[config.mk]
export PLATFORM = sky130hd
export DESIGN_NAME = sync_fifo_flat
export DESIGN_NICKNAME = d
export VERILOG_FILES = /design/src/rtl/fifo_pkg.sv /design/src/rtl/sync_fifo_if.sv /design/src/rtl/sync_fifo_mem.sv /design/src/rtl/sync_fifo.sv /design/src/flat_wrapper.sv
export SDC_FILE = /design/constraint.sdc
export NUM_CORES = 1
export LEC_CHECK = 0
export CORE_AREA = 2 2 115 117
export DETAILED_ROUTE_END_ITERATION = 7
export DIE_AREA = 0 0 117 119
export GPL_ROUTABILITY_DRIVEN = 0
export HOLD_SLACK_MARGIN = 0.03
export PLACE_DENSITY = 0.7
export SETUP_SLACK_MARGIN = 0.1
export SLEW_MARGIN = 10
export SYNTH_ARGS = -nofsm -noshare
export SYNTH_HDL_FRONTEND = slang
export SYNTH_SLANG_ARGS = --single-unit
[constraint.sdc]
create_clock -name clk -period 5.8 [get_ports clk]
set_clock_uncertainty 0.1 [all_clocks]
set_input_delay 0.58 -clock clk [delete_from_list [all_inputs] [get_ports clk]]
set_output_delay 0.58 -clock clk [all_outputs]
set_load 0.03 [all_outputs]
[src/rtl/fifo_pkg.sv]
// Shared FIFO constants: read-mode selectors and a depth helper.
package fifo_pkg;

  localparam int FIFO_MODE_STD  = 0;
  localparam int FIFO_MODE_FWFT = 1;

  function automatic int fifo_depth(input int deep);
    return 1 << deep;
  endfunction

endpackage

[src/rtl/sync_fifo_if.sv]
// Producer/consumer bundle for sync_fifo; master drives requests, slave is the FIFO.
interface sync_fifo_if #(
  parameter int N    = 8,
  parameter int DEEP = 4
);
  logic            flush;
  logic [N-1:0]    data_in;
  logic            w_en;
  logic            r_en;
  logic [N-1:0]    data_o;
  logic            Full;
  logic            Empty;
  logic            Almost_full;
  logic            Almost_empty;
  logic [DEEP:0]   count;
  logic            ovf;
  logic            udf;

  modport master (
    output flush, data_in, w_en, r_en,
    input  data_o, Full, Empty, Almost_full, Almost_empty, count, ovf, udf
  );

  modport slave (
    input  flush, data_in, w_en, r_en,
    output data_o, Full, Empty, Almost_full, Almost_empty, count, ovf, udf
  );
endinterface

[src/rtl/sync_fifo_mem.sv]
// Register-array storage: synchronous write, asynchronous read.
module sync_fifo_mem #(
  parameter int N    = 8,
  parameter int DEEP = 4
) (
  input  logic            clk,
  input  logic            we,
  input  logic [DEEP-1:0] waddr,
  input  logic [N-1:0]    wdata,
  input  logic [DEEP-1:0] raddr,
  output logic [N-1:0]    rdata
);
  import fifo_pkg::*;

  logic [N-1:0] mem [fifo_depth(DEEP)];

  always_ff @(posedge clk) begin
    if (we) mem[waddr] <= wdata;
  end

  assign rdata = mem[raddr];

endmodule

[src/rtl/sync_fifo.sv]
// Single-clock FIFO with occupancy count, programmable thresholds, flush,
// sticky overflow/underflow and selectable standard / first-word-fall-through read.
module sync_fifo
  import fifo_pkg::*;
#(
  parameter int N      = 8,
  parameter int DEEP   = 4,
  parameter int FWFT   = 0,
  parameter int AF_LVL = 14,
  parameter int AE_LVL = 2
) (
  input  logic      clk,
  input  logic      arst,
  sync_fifo_if.slave bus
);

  localparam int            DEPTH   = fifo_depth(DEEP);
  localparam logic [DEEP:0] DEPTH_C = (DEEP+1)'(DEPTH);
  localparam logic [DEEP:0] AF_C    = (DEEP+1)'(AF_LVL);
  localparam logic [DEEP:0] AE_C    = (DEEP+1)'(AE_LVL);

  generate
    if (DEEP < 1 || AF_LVL < 1 || AF_LVL > DEPTH || AE_LVL < 0 || AE_LVL >= DEPTH) begin : g_param_check
      $error("sync_fifo: illegal DEEP/AF_LVL/AE_LVL combination");
    end
  endgenerate

  logic [DEEP-1:0] wr_ptr;
  logic [DEEP-1:0] rd_ptr;
  logic [DEEP:0]   count_r;
  logic            ovf_r;
  logic            udf_r;
  logic            full;
  logic            empty;
  logic            push;
  logic            pop;
  logic [N-1:0]    rdata;

  // Every flag is a decode of the count register, so all flags agree on the same edge.
  assign full  = (count_r == DEPTH_C);
  assign empty = (count_r == '0);
  assign pop   = bus.r_en & ~empty;
  assign push  = bus.w_en & (~full | pop);

  assign bus.Full         = full;
  assign bus.Empty        = empty;
  assign bus.Almost_full  = (count_r >= AF_C);
  assign bus.Almost_empty = (count_r <= AE_C);
  assign bus.count        = count_r;
  assign bus.ovf          = ovf_r;
  assign bus.udf          = udf_r;

  always_ff @(posedge clk or posedge arst) begin
    if (arst) begin
      wr_ptr  <= '0;
      rd_ptr  <= '0;
      count_r <= '0;
      ovf_r   <= 1'b0;
      udf_r   <= 1'b0;
    end else if (bus.flush) begin
      wr_ptr  <= '0;
      rd_ptr  <= '0;
      count_r <= '0;
      ovf_r   <= 1'b0;
      udf_r   <= 1'b0;
    end else begin
      if (push) wr_ptr <= wr_ptr + DEEP'(1);
      if (pop)  rd_ptr <= rd_ptr + DEEP'(1);
      count_r <= count_r + (DEEP+1)'(push) - (DEEP+1)'(pop);
      if (bus.w_en & full & ~pop) ovf_r <= 1'b1;
      if (bus.r_en & empty)       udf_r <= 1'b1;
    end
  end

  sync_fifo_mem #(.N(N), .DEEP(DEEP)) u_mem (
    .clk   (clk),
    .we    (push & ~bus.flush),
    .waddr (wr_ptr),
    .wdata (bus.data_in),
    .raddr (rd_ptr),
    .rdata (rdata)
  );

  generate
    if (FWFT == FIFO_MODE_STD) begin : g_std
      logic [N-1:0] data_r;
      always_ff @(posedge clk or posedge arst) begin
        if (arst)           data_r <= '0;
        else if (bus.flush) data_r <= '0;
        else if (pop)       data_r <= rdata;
      end
      assign bus.data_o = data_r;
    end else begin : g_fwft
      // Head word is shown directly from the array; r_en only acknowledges it.
      assign bus.data_o = empty ? '0 : rdata;
    end
  endgenerate

endmodule

[src/flat_wrapper.sv]
// flat-port wrapper written by rule: the top's interface ports become plain ports
module sync_fifo_flat import fifo_pkg::*;
#(
  parameter int N      = 8,
  parameter int DEEP   = 4,
  parameter int FWFT   = 0,
  parameter int AF_LVL = 14,
  parameter int AE_LVL = 2
)
  (clk, arst, bus_flush, bus_data_in, bus_w_en, bus_r_en, bus_data_o, bus_Full, bus_Empty, bus_Almost_full, bus_Almost_empty, bus_count, bus_ovf, bus_udf);
  sync_fifo_if #(.N(N), .DEEP(DEEP)) bus_i ();
  input  logic clk;
  input  logic arst;
  input wire logic [$bits(bus_i.flush)-1:0] bus_flush;
  input wire logic [$bits(bus_i.data_in)-1:0] bus_data_in;
  input wire logic [$bits(bus_i.w_en)-1:0] bus_w_en;
  input wire logic [$bits(bus_i.r_en)-1:0] bus_r_en;
  output wire logic [$bits(bus_i.data_o)-1:0] bus_data_o;
  output wire logic [$bits(bus_i.Full)-1:0] bus_Full;
  output wire logic [$bits(bus_i.Empty)-1:0] bus_Empty;
  output wire logic [$bits(bus_i.Almost_full)-1:0] bus_Almost_full;
  output wire logic [$bits(bus_i.Almost_empty)-1:0] bus_Almost_empty;
  output wire logic [$bits(bus_i.count)-1:0] bus_count;
  output wire logic [$bits(bus_i.ovf)-1:0] bus_ovf;
  output wire logic [$bits(bus_i.udf)-1:0] bus_udf;
  assign bus_i.flush = bus_flush;
  assign bus_i.data_in = bus_data_in;
  assign bus_i.w_en = bus_w_en;
  assign bus_i.r_en = bus_r_en;
  assign bus_data_o = bus_i.data_o;
  assign bus_Full = bus_i.Full;
  assign bus_Empty = bus_i.Empty;
  assign bus_Almost_full = bus_i.Almost_full;
  assign bus_Almost_empty = bus_i.Almost_empty;
  assign bus_count = bus_i.count;
  assign bus_ovf = bus_i.ovf;
  assign bus_udf = bus_i.udf;
  sync_fifo #(.N(N), .DEEP(DEEP), .FWFT(FWFT), .AF_LVL(AF_LVL), .AE_LVL(AE_LVL)) u_core (.clk(clk), .arst(arst), .bus(bus_i));
endmodule
==> results summary, run 1 <==
The final routed wire length divided by cell count came out at 20.8 um. The total via count after detailed routing came out at 3,116. The total overflow reported by the global router is 0. The worst setup path is captured at an output pin.

The count of unresolved DRC violations after routing is 0. The net count of the finished layout is between 400 and 500. For the pin with the worst max-slew slack, the measured transition is 1.12 ns. Leaving out fill and tap cells, the most frequent cell in the layout is edfxtp_1. The number of buffers added for setup after CTS came out at 0. The portion of synthesized cell area occupied by the leading cell type is 61.5%. Yosys printed 0 warnings. Setup violations remaining at the end of the flow were counted as 0. In the layout the commonest cells are edfxtp_1, mux4_2, clkdlybuf4s50_1.

Counting flops and latches in the post-synthesis netlist gives 151. Compared with the post-synthesis result, the final layout area differs by 16.1%. Counting I/O delays and the setup requirement, the final critical path takes 3.19 ns. The clock drives 151 sinks.

In this run the power density over the cells is roughly 400 nW/um^2. The biggest area contributor in the post-synthesis netlist is edfxtp_1. The via count of the first global-routing pass was ~3,100. By area the synthesized netlist is led by edfxtp_1, mux4_2, dfrtp_1. The number of failing hold endpoints at the final stage is 0. The clock insertion delay at the later pin of the skew report is 0.41 ns. The number of pins exceeding their max-slew limit in the final report is 0. The number of cell instances on the worst register-to-register path came out at 14. The count of flip-flops with a built-in enable after synthesis came out at approximately 130.

The number of instances in the synthesized netlist came out at 342. The peak supply drop came out at 0.245 mV. The clock tree buffer depth came out at 2. The cell-internal power is roughly 2100 uW. Setup repair after global routing left no endpoint under its margin. Once the clock tree was built, the resizer swapped 0 gates to a different size.

The via density per instance came out at 5.52. Global routing consumed, over all layers together, about a fifth of the routing resources. The number of antenna violations at the first check in global routing is 0.

The power dissipated by switching net loads came out at just over 800 uW. The post-synthesis average cell area came out at ~18 um^2. Max-cap violations in this run came to 0. The root buffer cell is clkbuf_16.

The total die area came out at around 14,000 um^2. Summed over all layers, the routed wires come to 11.7 mm. Counting distinct cell types in the post-synthesis netlist gives 39. In this run the register-to-register setup slack is 2.89 ns. TritonCTS built the clock tree. The hold-fix buffer count after cts came out at 0. For this run, the leading register cell type out of synthesis is edfxtp_1. In this run switching power makes up 27.7% of total power. The required time at the worst-slack endpoint is between 5 and 6 ns. The analysis attributes to cell leakage a power of 0.00244 uW. The fraction of power consumed by combinational cells came out at about a fifth.

The floorplan step defined a core boundary enclosing approximately 13,000 um^2. The number of standard cells in the final layout excluding fillers came out at between 500 and 600. STA classifies the critical path startpoint as a flop. The highest clock rate came out at between 300 and 400 MHz. The number of placement rows came out at 42. The type of the tightest min-delay check is flop to flop. The final-layout setup total negative slack is 0 ns. The number of instances on the worst hold path is 2.

The data arrival time of the worst path came out at 2.51 ns. The maximum fanout count along the critical path is 5. After clock tree synthesis, the clock-pin slew on the worst setup and hold paths is 0.06 ns. In this run the critical register-to-register path is captured at u_core.bus.count[4].

The detailed placer's ending HPWL is 7.41 mm. Measured against its own limit, the worst slew margin works out to 25.1%. The final-layout fill cell count came out at 1,001. The largest net degree at the start of global routing came out at 36.

The register share of total power is 44.2%. The number of nets handed over by synthesis was 370. The share of flip-flops with an asynchronous set or reset after synthesis came out at about 15%. By startpoint and endpoint, the worst setup path is classified as flop to output pin. The fraction of the yosys area taken by sequential cells is 70.7%. The count of buffers inserted at the top-level ports came out at 31. The share of cells above drive strength 1 is 19.0%. The die width is 117 um. The number of instances in the placed design came out at between 500 and 600. The global-route wire length before repair came out at approximately 18 mm. The startpoint identified for the worst hold timing path is u_core.bus.udf. The post-synthesis instance area came out at 6250 um^2. The clock buffer count from CTS came out at 17.

After the first detailed-routing iteration, the DRC count stood at 261. Measured along the y axis, the die boundary spans 119 um. The hold path endpoint is u_core.bus.udf. The detail route stage leaves a number of antenna-violating nets equal to 0.

The H-tree was split into 4 levels. The number of antenna diodes came out at 0. For this run, the detailed router's first-pass iteration total came to 5. The proportion of power drawn by the clock network is a little over a third. The effective utilization at floorplan is 48.5%. The count of boundary I/O pins came out at 32. The final core utilization came out at between 50% and 60%. The flow ran to the end, and the final reports show no timing, DRC or antenna violations. The startpoint identified for the worst register-to-register timing path is u_core.bus.count[2].

Dividing the final minimum period by the clock period gives a little under three fifths.
## synthesized netlist by cell type (all sizes together) (5+ instances only)
cell,instances
nand2,10
dfrtp,23
buf,13
a21oi,7
mux4,32
nor2,26
clkbuf,5
nand3b,9
mux2i,17
xnor2,5
edfxtp,128
inv,15
ha,14
o221ai,8
## layout make-up
cell class / count / area [um^2] / area share (%)
well taps: 176 / 220 / 3.04
clock buffers: 22 / 497 / 6.85
repair buffers: 33 / 325 / 4.49
clock inverters: 10 / 62.6 / 0.863
multi-input cells: 158 / 1670 / 23.0
flip-flops and latches: 151 / 4420 / 61.0
inverters: 15 / 56.3 / 0.776
## worst max-delay path, stage by stage (launching register included)
cell and delay [ns]:
dfrtp_1 0.41, inv_1 0.12, ha_1 0.20, or4b_1 0.58, inv_2 0.12, clkdlybuf4s50_1 0.67
## kinds of logic after synthesis
group | count (synthesis) | synth area share [%]
flops | 151 | 70.7
simple gates | 64 | 5.47
mux | 49 | 14.3
buf+inv | 33 | 2.72
compound gates | 22 | 2.56
fa+ha+maj | 15 | 3.12
xor+xnor | 8 | 1.12
## registers in the layout, indices dropped and copies added (netlist names)
name               count
u_core.bus.udf         1
u_core.wr_ptr          4
u_core.bus.data_o      8
u_core.bus.count       5
u_core.u_mem.mem     128
u_core.bus.ovf         1
u_core.rd_ptr          4
## layer usage
metal	GRT usage [%]	wire length, um
met5	0	0
met4	5.74	130
met3	4.89	799
met2	28.4	5760
met1	26.6	5050
## per-stage QoR
step | hold slack [ns] | total power, uW | worst slack [ns] | area (um^2)
floorplan | 0.446 | 1750 | 2.76 | 6250
global placement | 0.376 | 1920 | 2.63 | 6690
detailed placement | 0.387 | 1930 | 2.60 | 6690
CTS | 0.403 | 2960 | 2.58 | 7250
global route | 0.420 | 3050 | 2.50 | 7250
finish | 0.403 | 2930 | 2.61 | 7250
## power by group through the flow
stage	clock (uW)	combinational (uW)	sequential (uW)
after detailed placement	0	616	1320
final	1020	609	1290
after global routing	1080	664	1300
after CTS	1040	619	1300
after global placement	0	608	1320
after floorplan	0	405	1340
## how the worst max path moves through the flow
| stage | endpoint | cells after the start | slack (ns) | from |
|---|---|---|---|---|
| floorplan | u_core.u_mem.mem[3][0] | 6 | 2.76 | u_core.bus.count[2] |
| global placement | u_core.bus.count[4] | 12 | 2.63 | bus_r_en |
| detailed placement | u_core.bus.count[4] | 12 | 2.60 | bus_r_en |
| CTS | bus_Empty | 5 | 2.58 | u_core.bus.count[2] |
| global route | bus_Empty | 5 | 2.50 | u_core.bus.count[2] |
| finish | bus_Empty | 5 | 2.61 | u_core.bus.count[2] |
Power figures use the tool's default switching activity.
==> run 2: changes to the inputs <==
clock period = 3 ns   (was 5.8 ns; I/O delays follow)
==> run 2 against run 1 <==
  * Register-to-register slack got worse by 2.6 ns
  * Final cell count rose by 3.7%
  * Critical path type unchanged
  * Hold slack got worse by 0.10 ns
  * Routed wire length rose by 2.2%
  * Utilization rose by 1.8 points
  * Flip-flop and latch count did not move
  * Non-clock buffer count rose by 21
  * Combinational power rose by 110%
  * Via count rose by 2.8%
  * Cell area rose by 3.2%
==> results summary, run 2 (same netlist as run 1, synthesis figures left out) <==
The run finished with clean final reports. The global-route usage over all layers was 18.7% (+0.11 points). Static timing analysis puts the maximum clock frequency at 368 MHz. The critical path in this run is classified as flop to output pin. The CTS clock-pin slew for the worst setup and hold paths is 0.06 ns (about the same). The largest net degree at the start of global routing is 35 (-2.8%). The critical path goes through inv_1 -> ha_1 -> or4b_4 -> inv_2 -> clkdlybuf4s50_1.

The final routed wire length divided by cell count came to 20.5 um (-1.4%). The die width came out at 117 um (unchanged). The number of failing hold endpoints at the final stage came out at 0 (unchanged).

The worst setup slack for register-to-register paths came out at 0.30 ns (-2.59 ns). The flip-flop count of the largest register, all copies and words added is 128 (unchanged). The power density over the cells came out at 790 nW/um^2 (+96%).

CTS placed an instance of clkbuf_16 at the clock tree root. The number of antenna violations at the first check in global routing is 0 (unchanged). The number of instances in the placed design is 553 (+3.8%). The most flop-heavy register is u_core.u_mem.mem.

The footprint of the flip-flops and latches is 4420 um^2 (about the same). The number of cell instances on the worst register-to-register path is 14 (unchanged). The total die area is 13,900 um^2 (unchanged). The clock buffer count from CTS is 17 (unchanged).

The number of iterations in the first detailed-routing pass came to 4 (-1). The top cell types in the final layout, fill and taps aside, are edfxtp_1, mux4_2, clkdlybuf4s50_1. The fraction of the cycle the final worst path needs came out at slightly above 90%. The number of antenna diodes is 0 (unchanged).

The count of unresolved DRC violations after routing is 0 (unchanged). The number of standard cells in the final layout excluding fillers came out at 586 (+3.7%). The count of boundary I/O pins is 32 (unchanged). The area growth from synthesis to layout is 19.8%. The number of setup violations in the final report came out at 0 (unchanged). The via density per instance came out at 5.47 (-0.89%). The TritonCTS clock tree is done. The final-layout fill cell count is 959 (-4.2%). The peak supply drop was 0.404 mV (+65%).

The total overflow reported by the global router came out at 0 (unchanged). The count of max-cap constraint violations is 0 (unchanged). The hold-fix buffer count after cts is 0 (unchanged). The path class of the tightest hold or removal check is input port to async pin. The detailed placer's ending HPWL came out at 7.47 mm (+0.89%).

The count of buffers inserted at the top-level ports is 31 (unchanged). In this run the worst setup path terminates at bus_Empty. The clock tree buffer depth is 2 (unchanged). The number of pins exceeding their max-slew limit in the final report is 0 (unchanged).

The share of cells above drive strength 1 is 23.7% (+4.6 points). The clock insertion delay at the later pin of the skew report came out at 0.41 ns (about the same). The post-detailed-routing wire length is 12.0 mm (+2.2%). The via count of the first global-routing pass is 3,324 (+6.8%).

The number of placement rows came out at 42 (unchanged). The net count of the finished layout came to 425 (+5.2%). The data arrival time of the worst path is 2.32 ns (-0.19 ns). The number of clock sinks is 151 (unchanged). The worst register-to-register path ends at u_core.bus.count[4].

The delay of the slowest cell on the worst path is 0.66 ns (about the same). The normalized max-slew margin came to 38.6% (+13 points). The maximum fanout count along the critical path came to 3 (-2).

The number of DRC markers after the initial detailed-route iteration came to 185 (-29%). The total via count after detailed routing was 3,203 (+2.8%). The critical path starts at u_core.bus.count[2]. STA classifies the critical path endpoint as an output pin. The die outline height came out at 119 um (unchanged). The effective utilization at floorplan was 48.5% (unchanged).

The remaining antenna violation count after routing is 0 (unchanged). The required time at the worst-slack endpoint came out at 2.60 ns (-2.52 ns). The number of levels in the clock H-tree was 4 (unchanged). The final-layout setup total negative slack came out at 0 ns (unchanged). Subtracting the final worst setup slack from the clock period gives 2.72 ns.

For this design, the slowest cell found on the critical path is clkdlybuf4s50_1. The area taken by multi-input logic gates is 1670 um^2 (+0.15%). The leakage power of the design came out at 0.00255 uW (+4.8%). The final core utilization is 58.1% (+1.8 points). Setup repair after global routing left no endpoint under its margin. The slew at the pin with the worst max-slew slack is 0.921 ns (-0.202 ns). The floorplan core area is 12,900 um^2 (unchanged). The global-route wire length before repair came out at 18.6 mm (+1.7%). The library cell used most frequently in the layout, excluding fill and tap cells, is edfxtp_1.

The worst register-to-register path begins at u_core.bus.count[2]. The worst setup path is launched from a flop.
==> run 2: changes by cell type in the layout (fill, tap and decap cells not counted), sizes merged <==
cell / previous run / this run
clkinvlp: 0 / 3
inv: 20 / 15
bufinv: 0 / 4
clkbuf: 22 / 20
buf: 2 / 23
==> run 2: power by group <==
group | switching (uW) | internal (uW)
clock | 778 | 1390
combinational | 670 | 587
sequential | 111 | 2380
total | 1560 | 4360
==> run 2: critical path: cells and delay by family (launching register included) <==
| family | cells | cell delay [ns] |
|---|---|---|
| buf+inv | 3 | 0.84 |
| flops | 1 | 0.40 |
| simple gates | 1 | 0.48 |
| fa+ha+maj | 1 | 0.19 |
==> run 2: metal layers <==
layer	GRT usage (%)	up-vias	wire length, um
li1	-	1443	-
met1	24.3	1632	4860
met2	30.1	105	6020
met3	4.53	23	791
met4	7.94	0	327
met5	0	-	0
==> run 2: repair_timing <==
action | in CTS | in global routing
setup buffers | 0 | 1
resized for setup | 0 | 2
setup endpoints to repair | 0 | 1
endpoints found under the hold margin | 0 | 0
==> run 2: worst min path at each step <==
stage,start,end,cells past startpoint
3_3_place_gp,u_core.bus.ovf,u_core.bus.ovf,2
5_1_grt,arst,u_core.rd_ptr[2],2
3_5_place_dp,u_core.bus.udf,u_core.bus.udf,2
6_report,arst,u_core.bus.data_o[1],2
2_1_floorplan,arst,u_core.bus.count[0],1
4_1_cts,arst,u_core.bus.count[1],2
==> run 2: area by class of cell <==
type | count | share of cell area, %
tap | 176 | 2.94
inverter | 15 | 0.752
multi-input combinational | 158 | 22.3
sequential | 151 | 59.1
timing repair buffer | 54 | 6.62
clock buffer | 20 | 5.84
clock inverter | 12 | 2.39
==> run 2: metrics by stage <==
step | power [uW] | setup slack (ns) | hold WS [ns] | cell area [um^2]
2_1_floorplan | 3380 | 0.102 | 0.202 | 6260
3_3_place_gp | 3740 | 0.311 | 0.387 | 6850
3_5_place_dp | 3770 | 0.214 | 0.394 | 6850
4_1_cts | 5940 | 0.197 | 0.323 | 7470
5_1_grt | 6150 | 0.113 | 0.401 | 7480
6_report | 5920 | 0.281 | 0.302 | 7480
==> run 3: changes to the inputs <==
CORE_AREA = 2 2 148 150   (was 2 2 115 117)
CTS_CLUSTER_SIZE = 28   (was unset)
DIE_AREA = 0 0 150 152   (was 0 0 117 119)
PLACE_DENSITY = 0.47   (was 0.7)
==> run 3 against run 2 <==
  * Hold slack improved by 0.091 ns
  * First-iteration DRC count increased by 13%
  * Combinational power about the same
  * Utilization decreased by 22 points
  * Final cell count increased by 19%
  * Cell area increased by 2.0%
  * Critical path type unchanged
  * Largest power group unchanged
==> results summary, run 3 (same netlist as run 1, synthesis figures left out) <==
The number of antenna diodes came out at 0 (unchanged). In this run the clock root is driven by a clkbuf_16. The highest clock rate came out at 363 MHz (-1.4%).

The post-detailed-routing wire length came out at 12.9 mm (+7.1%). The final hold slack is 0.393 ns (+0.0911 ns). The share of cells above drive strength 1 is 24.3% (+0.68 points).

The peak supply drop is 0.316 mV (-22%). The number of failing hold endpoints at the final stage is 0 (unchanged). The run finished with clean final reports. The total overflow reported by the global router was 0 (unchanged). The startpoint identified for the worst hold timing path is u_core.bus.ovf. The time the final worst path needs with I/O delays and setup came out at 2.76 ns (+0.0378 ns). The die width is 150 um (+28%). In this run the top signal layer used is met4. From synthesis to final layout, the design area changed by 22.2%. The die outline height is 152 um (+28%).

The effective utilization at floorplan is 29.3% (-19 points). The number of setup violations in the final report is 0 (unchanged). The remaining antenna violation count after routing is 0 (unchanged). The fraction of the cycle the final worst path needs is 91.9% (+1.3 points). The via density per instance came out at 4.55 (-17%). The power density over the cells is 774 nW/um^2 (-2.1%). The largest net degree at the start of global routing is 35 (unchanged).

u_core.u_mem.mem holds more flip-flops than any other register. The hold path endpoint is u_core.bus.ovf. The required time at the worst-slack endpoint came out at 2.60 ns (about the same). The number of antenna violations at the first check in global routing is 0 (unchanged). The count of boundary I/O pins is 32 (unchanged). The number of DRC markers after the initial detailed-route iteration came out at 209 (+13%). The floorplan core area is 21,400 um^2 (+66%). The via count of the first global-routing pass is 3,351 (+0.81%). The critical path in this run is classified as flop to output pin. The number of placement rows is 54 (+29%).

The startpoint class of the critical path is a flop. The total length of routed met2 wires came out at 6.49 mm (+7.9%). The worst setup path is captured at an output pin. The sum of routed wire segments on met1 was 5.70 mm (+17%). The number of clock sinks is 151 (unchanged). The count of max-cap constraint violations came out at 0 (unchanged). Setup repair after global routing left no endpoint under its margin. The clock buffer count from CTS came to 17 (unchanged). The maximum fanout count along the critical path came out at 4 (+1). The count of unresolved DRC violations after routing is 0 (unchanged).

The count of buffers inserted at the top-level ports came to 31 (unchanged). The total die area came to 22,800 um^2 (+64%). The global-route usage over all layers came out at 12.1% (-6.6 points). The net count of the finished layout came to 430 (+1.2%). The flip-flop count of the largest register, all copies and words added is 128 (unchanged). The met3 wire length came out at 545 um (-31%). The data arrival time of the worst path is 2.36 ns (+0.04 ns). The type of the tightest min-delay check is flop to flop.

The top cell types in the final layout, fill and taps aside, are edfxtp_1, mux4_2, clkdlybuf4s50_1. The worst register-to-register path ends at u_core.bus.count[4]. The worst setup slack for register-to-register paths came to 0.27 ns (-0.03 ns). Counting instances, the worst hold path has a depth of 2.

The clock insertion delay at the later pin of the skew report came out at 0.42 ns (about the same). The leakage power of the design is 0.00258 uW (+1.1%). The number of pins exceeding their max-slew limit in the final report was 0 (unchanged). The number of iterations in the first detailed-routing pass is 4 (unchanged). The number of cell instances on the worst register-to-register path came to 14 (unchanged). The clock tree buffer depth came out at 2 (unchanged). The slew at the pin with the worst max-slew slack came out at 0.964 ns (+0.0436 ns).

The detailed placer's ending HPWL is 8.18 mm (+9.5%). The final-layout setup total negative slack is 0 ns (unchanged). The normalized max-slew margin came to 35.7% (-2.8 points). TritonCTS built the clock tree.

The global-route wire length before repair is 19.8 mm (+6.6%). The beginning of the worst register-to-register path is u_core.bus.count[2]. The total via count after detailed routing was 3,164 (-1.2%). The number of levels in the clock H-tree is 4 (unchanged). The final routed wire length divided by cell count is 18.5 um (-9.7%).

The commonest non-fill, non-tap cell in the layout is edfxtp_1. The CTS clock-pin slew for the worst setup and hold paths came out at 0.06 ns (about the same).
run 3: per-stage QoR:
step                      total power [uW]  cell area, um^2  instances  setup slack, ns  utilization [%]
after floorplan                       3380             6260        342            0.102                -
after CTS                             5990             7630        695            0.204             35.7
after global routing                  6190             7630        695            0.101             35.8
after global placement                3800             7020        662            0.296             32.9
final                                 5910             7630        695            0.243             35.8
after detailed placement              3820             7020        662            0.235             32.9
run 3: layout make-up:
type,count,area (um^2)
Clock buffer,18,429
Clock inverter,14,169
Fill cell,2053,13700
Inverter,15,56.3
Multi-Input combinational cell,158,1670
Sequential cell,151,4420
Tap cell,280,350
Timing Repair Buffer,59,536
run 3: how the worst max path moves through the flow:
stage                              startpoint                   to  slack [ns]
final                     u_core.bus.count[2]            bus_Empty        0.24
after global routing      u_core.bus.count[3]  u_core.bus.count[4]        0.10
after CTS                 u_core.bus.count[2]            bus_Empty        0.20
after detailed placement  u_core.bus.count[2]  u_core.bus.count[4]        0.24
after global placement    u_core.bus.count[2]  u_core.bus.count[4]        0.30
after floorplan           u_core.bus.count[2]  u_core.bus.count[4]        0.10
run 3: report_power, final:
group          leakage [uW]  total (uW)  switching [uW]  internal, uW
Combinational      0.000831        1260             663           594
Sequential          0.00146        2500             124          2380
Clock              0.000293        2150             838          1310
run 3: worst max-delay path, stage by stage, from the launching register on:
cell and delay [ns]:
dfrtp_2 0.42, inv_1 0.11, ha_2 0.20, or4b_4 0.47, inv_2 0.08, clkdlybuf4s50_1 0.66
run 3: repair_timing:
action                     in CTS  in global routing
setup endpoints to repair       0                  1
resized for setup               0                  2
hold buffers                    1                  0
buffers inserted                0                  0
hold endpoints to repair        4                  0
run 3: metal layers:
metal,vias up,track usage (%)
met5,-,0
met4,0,3.82
met3,12,3.30
met2,64,19.8
met1,1627,15.6
li1,1461,-
